### src/rtl/count9999_disp.sv
// count9999_disp
//   Downstream stage of the Count9999 clock divider. The divider's clk_hz and
//   clk_khz outputs arrive as plain data and are synchronized and edge-detected
//   in the clki domain. A clk_hz rise is one count tick for a 4-digit BCD
//   up/down counter (0000-9999). A clk_khz rise advances the scanned digit of a
//   common-anode 4-digit 7-segment display.
//
// Parameters
//   SYNC_STAGES : synchronizer depth for clk_hz / clk_khz (legal 2..3)
//
// Ports
//   clki    : system clock (only clock)
//   rst     : asynchronous active-high reset
//   clk_hz  : count pulse source, one tick per rising edge
//   clk_khz : scan source, one digit advance per rising edge
//   en      : count enable (sampled in the tick cycle)
//   up      : 1 = count up, 0 = count down (sampled in the tick cycle)
//   clr     : synchronous clear to 0000, highest priority
//   bcd     : registered count, bcd[15:12] = thousands
//   tc      : one-cycle pulse on wrap (9999->0000 up, 0000->9999 down)
//   an      : active-low one-hot digit enables, an[0] = ones digit
//   seg     : active-low segments {g,f,e,d,c,b,a}
//   dp      : decimal point, constant 1 (off)
//
// Build option
//   LEADING_ZERO_BLANK_EN : when defined, zero digits above the most
//   significant nonzero digit are blanked. The ones digit is never blanked.

module count9999_disp #(
  parameter int unsigned SYNC_STAGES = 2
) (
  input  logic        clki,
  input  logic        rst,
  input  logic        clk_hz,
  input  logic        clk_khz,
  input  logic        en,
  input  logic        up,
  input  logic        clr,
  output logic [15:0] bcd,
  output logic        tc,
  output logic [3:0]  an,
  output logic [6:0]  seg,
  output logic        dp
);

  logic [SYNC_STAGES-1:0] hz_sync;
  logic [SYNC_STAGES-1:0] khz_sync;
  logic                   hz_prev;
  logic                   khz_prev;
  logic                   hz_tick;
  logic                   khz_tick;

  logic [1:0]  idx;
  logic [15:0] bcd_inc;
  logic [15:0] bcd_dec;
  logic        inc_c;
  logic        dec_b;
  logic [3:0]  digit;
  logic        blank;

  // Synchronizers plus one "previous" flop per source. Because all of them
  // reset to 0, an input already high at reset release reads as one rise.
  always_ff @(posedge clki or posedge rst) begin
    if (rst) begin
      hz_sync  <= '0;
      khz_sync <= '0;
      hz_prev  <= 1'b0;
      khz_prev <= 1'b0;
    end else begin
      hz_sync  <= {hz_sync[SYNC_STAGES-2:0], clk_hz};
      khz_sync <= {khz_sync[SYNC_STAGES-2:0], clk_khz};
      hz_prev  <= hz_sync[SYNC_STAGES-1];
      khz_prev <= khz_sync[SYNC_STAGES-1];
    end
  end

  assign hz_tick  = hz_sync[SYNC_STAGES-1] & ~hz_prev;
  assign khz_tick = khz_sync[SYNC_STAGES-1] & ~khz_prev;

  // Ripple BCD increment: 9 -> 0 with carry. Carry out of the thousands digit
  // is dropped, so 9999 naturally becomes 0000.
  always_comb begin
    bcd_inc = '0;
    inc_c   = 1'b1;
    for (int unsigned i = 0; i < 4; i++) begin
      if (!inc_c) begin
        bcd_inc[4*i +: 4] = bcd[4*i +: 4];
      end else if (bcd[4*i +: 4] == 4'd9) begin
        bcd_inc[4*i +: 4] = 4'd0;
      end else begin
        bcd_inc[4*i +: 4] = bcd[4*i +: 4] + 4'd1;
        inc_c             = 1'b0;
      end
    end
  end

  // Ripple BCD decrement: 0 -> 9 with borrow; 0000 becomes 9999.
  always_comb begin
    bcd_dec = '0;
    dec_b   = 1'b1;
    for (int unsigned i = 0; i < 4; i++) begin
      if (!dec_b) begin
        bcd_dec[4*i +: 4] = bcd[4*i +: 4];
      end else if (bcd[4*i +: 4] == 4'd0) begin
        bcd_dec[4*i +: 4] = 4'd9;
      end else begin
        bcd_dec[4*i +: 4] = bcd[4*i +: 4] - 4'd1;
        dec_b             = 1'b0;
      end
    end
  end

  always_ff @(posedge clki or posedge rst) begin
    if (rst) begin
      bcd <= '0;
      tc  <= 1'b0;
    end else if (clr) begin
      bcd <= '0;
      tc  <= 1'b0;
    end else if (hz_tick && en) begin
      if (up) begin
        bcd <= bcd_inc;
        tc  <= (bcd == 16'h9999);
      end else begin
        bcd <= bcd_dec;
        tc  <= (bcd == 16'h0000);
      end
    end else begin
      tc <= 1'b0;
    end
  end

  // Scan index is independent of en and clr.
  always_ff @(posedge clki or posedge rst) begin
    if (rst) begin
      idx <= '0;
    end else if (khz_tick) begin
      idx <= idx + 2'd1;
    end
  end

  always_comb begin
    an    = ~(4'b0001 << idx);
    digit = bcd[{idx, 2'b00} +: 4];
`ifdef LEADING_ZERO_BLANK_EN
    // A digit is a leading zero when it and every more significant digit
    // are zero; idx 0 (ones) is always shown.
    blank = (idx != 2'd0) && ((bcd >> {idx, 2'b00}) == 16'h0000);
`else
    blank = 1'b0;
`endif
    unique case (digit)
      4'd0:    seg = 7'b1000000;
      4'd1:    seg = 7'b1111001;
      4'd2:    seg = 7'b0100100;
      4'd3:    seg = 7'b0110000;
      4'd4:    seg = 7'b0011001;
      4'd5:    seg = 7'b0010010;
      4'd6:    seg = 7'b0000010;
      4'd7:    seg = 7'b1111000;
      4'd8:    seg = 7'b0000000;
      4'd9:    seg = 7'b0010000;
      default: seg = 7'b1111111;
    endcase
    if (blank) begin
      seg = 7'b1111111;
    end
  end

  assign dp = 1'b1;

endmodule

### config.mk
export PLATFORM = sky130hd
export DESIGN_NAME = count9999_disp
export DESIGN_NICKNAME = d
export VERILOG_FILES = /design/src/rtl/count9999_disp.sv
export SDC_FILE = /design/constraint.sdc
export NUM_CORES = 1
export LEC_CHECK = 0
export BUFFER_PORTS_ARGS = -buffer_cell sky130_fd_sc_hd__buf_2
export CORE_MARGIN = 4
export CORE_UTILIZATION = 60
export DETAILED_ROUTE_END_ITERATION = 10
export PLACE_DENSITY = 0.84
export SLEW_MARGIN = 20
export SYNTH_ARGS = -nofsm -noshare
export SYNTH_HDL_FRONTEND = slang
export SYNTH_SLANG_ARGS = --single-unit
### constraint.sdc
create_clock -name clki -period 3.3 [get_ports clki]
set_input_delay 0.33 -clock clki [delete_from_list [all_inputs] [get_ports clki]]
set_output_delay 0.33 -clock clki [all_outputs]
set_load 0.02 [all_outputs]
==> flow_summary.yaml <==
clock_tree:
  htreeDepth: 1
  cts_resized: 0
  clockBufferDepth: 2
  cts_made_buffers: 3
  clkLatencyLatePin_ps: 270
  path_clk_slew_ps: 90
  cts_hold_buf: 0
  cts-root-buf: "clkbuf_8"
  post-cts-setup-buffers: 0
  cts.sinks: 25
  cts_tree: "yes"
final_layout:
  diodes: 0
  syn_to_final_growth_pct: 6.564
  fin_nets: 282
  drive_gt1_share_pct: 22.14
setup_path:
  cp.arrival_ps: 2210
  critPathRequiredTime_ps: 2970
  crit_type: "reg -> out"
  crit_fanout: 11
  start_kind: "register"
  reg2reg_slack_ps: 1320
  end_kind: "primary output"
timing:
  finalHoldViolations: 0
  grt_setup_unrepaired: "false"
  slew_headroom_pct: 37.34
  setup_violations: 0
  max_freq_mhz: 394.1
  hold_slack_ps: 154.5
  fin_crit_ps: 2537
  finalCritPeriodShare_pct: 76.89
  slew_violations: 0
  tightest_slew_ps: 938.9
  skew_ps: 5.565
  fin_setup_tns_ps: 0
synthesis:
  synth_fp_nets: 265
  synth_seq_cells: 25
  ys.flop_type: "dfrtp_1"
  synth_cell_types: 67
  postSynthCellCount: 246
  yosysWarnings: 0
  ys_seq_area_share_pct: 28.54
  avgSynthCellArea_um2: 8.911
  synth_edf_count: 0
  synthesis.area_um2: 2192
  synthArstFlopShare_pct: 100.0
detailed_routing:
  ant_nets: 0
  drcViolationCount: 0
  num_vias: 1951
  wirelength_um: 4971
  drtIter0Drc: 218
  wl_per_cell_um: 16.14
  vias_per_cell: 6.334
  firstDrtPassIters: 4
global_routing:
  grt_overflow: 0
  grt_pass1_wl_um: 8376
  grt_pass1_vias: 1699
  grt_antenna_before_repair: 0
  grt_max_degree: 39
  grt_util_all_layers_pct: 23.63
floorplanning:
  start_util_pct: 63.69
  core-area_um2: 3442
  die-area_um2: 4685
  fp.dieH_um: 68.45
  num_rows: 21
  die_width_um: 68.45
  io_pins: 36
placed_design:
  post-dp-hpwl_um: 3558
  place_congestion: 0.8647
  portBuffers: 34
power:
  p_leak_nw: 0.9964
  peakVddDrop_mv: 0.2487
  power_density_nw_per_um2: 368.6
run_status:
  outcome: "finished clean"
worst_hold_path:
  hold_class: "in -> reg"
flow_run:
  maxCapViolCount: 0
[routing by layer]
metal / share of wire [%] / GRT usage, % / vias to the layer above
met5: 0 / 0 / -
met4: 0.66 / 6.452 / 0
met3: 6.8 / 3.612 / 4
met2: 48 / 36.00 / 68
met1: 44 / 34.61 / 943
li1: - / - / 936
[path summary, 6_finish.rpt]
| check | from | cells past startpoint | end |
|---|---|---|---|
| worst max-delay path | idx[1] | 5 | seg[3] |
| worst min-delay path | clk_khz | 1 | khz_sync[0] |
| worst max register to register | bcd[11] | 4 | bcd[15] |
| worst min register to register | hz_sync[0] | 0 | hz_sync[1] |
| max in group asynchronous | rst | 2 | bcd[0] |
| min in group asynchronous | rst | 2 | bcd[6] |
[cells in the mapped netlist, types with 6 or more instances]
cell type  count  area (µm²)
nand2_1        6       22.52
dfrtp_1       25       625.6
o21ai_0       11       55.05
a21oi_1       22       110.1
ha_1          12       150.1
inv_1         18       67.56
nor2_1        19       71.32
nor3_1         6       30.03
buf_2          8       40.04
clkbuf_1       7       26.28
a211oi_1       6       45.04
[report_power, final]
group / internal, mW / total (mW) / switching, mW
clock network: 0.0865 / 0.183 / 0.0966
logic: 0.125 / 0.300 / 0.175
registers: 0.326 / 0.378 / 0.0519
[flip-flops by register name (all words and copies together) (netlist names)]
signal,count
khz_sync,2
hz_prev,1
hz_sync,2
idx,2
tc,1
bcd,16
khz_prev,1
[cell families after synthesis]
family	count (synthesis)	share of synthesized area [%]
adders and majority gates	12	6.849
xor gates and xnor gates	7	2.797
DFF	25	28.54
and+or+nand+nor	77	21.12
buffers and inverters	41	9.132
AOI/OAI and AO/OA	73	23.80
muxes	10	7.591
other	1	0.1711
[layout make-up]
class | instances | area, µm²
timing repair buffer | 34 | 170.2
inverter | 19 | 71.32
tap | 46 | 57.56
sequential | 25 | 625.6
fill | 289 | 1106
clock buffer | 4 | 45.04
multi-input combinational | 180 | 1366
[per-stage QoR]
step / total power, mW / util, % / worst slack, ps / std cells / cell area (µm²)
3_5_place_dp: 0.6862 / 66.56 / 1060 / 304 / 2291
4_1_cts: 0.8676 / 67.87 / 752.8 / 308 / 2336
6_report: 0.8611 / 67.87 / 762.7 / 308 / 2336
2_1_floorplan: 0.6159 / - / 1127 / 246 / 2192
5_1_grt: 0.9216 / 67.87 / 606.1 / 308 / 2336
3_3_place_gp: 0.6728 / 66.56 / 1110 / 304 / 2291
[worst max-delay path, stage by stage, from the launching register on]
cell and delay (ps):
dfrtp_1 550, mux4_2 660, nor2b_1 200, o21bai_1 170
a22oi_1 170, buf_2 180
[cell usage in the layout, fill, tap and decap left out, drive strengths merged, types with 2 or more instances in the layout]
| cell type | Yosys | final |
|---|---|---|
| or3 | 5 | 5 |
| mux2 | 3 | 3 |
| and3b | 2 | 2 |
| a2111oi | 2 | 2 |
| o21a | 3 | 3 |
| ha | 12 | 12 |
| o21ai | 13 | 13 |
| nor4 | 3 | 3 |
| a31oi | 4 | 4 |
| mux4 | 5 | 5 |
| xnor2 | 3 | 3 |
| and4 | 2 | 2 |
| a211oi | 7 | 7 |
| nor3 | 7 | 7 |
| nor4b | 3 | 3 |
| nand2b | 4 | 4 |
| clkbuf | 8 | 4 |
| nor2b | 3 | 3 |
| o31ai | 3 | 3 |
| a221oi | 3 | 3 |
| mux2i | 2 | 2 |
| xor2 | 4 | 4 |
| nand3 | 5 | 5 |
| nand2 | 6 | 6 |
| dfrtp | 25 | 25 |
| buf | 14 | 34 |
| a21oi | 22 | 22 |
| and3 | 4 | 4 |
| o21bai | 2 | 2 |
| inv | 19 | 19 |
| nor2 | 20 | 20 |
| nand3b | 3 | 3 |
| nand4 | 4 | 4 |
(Power assumes the default switching activity.)
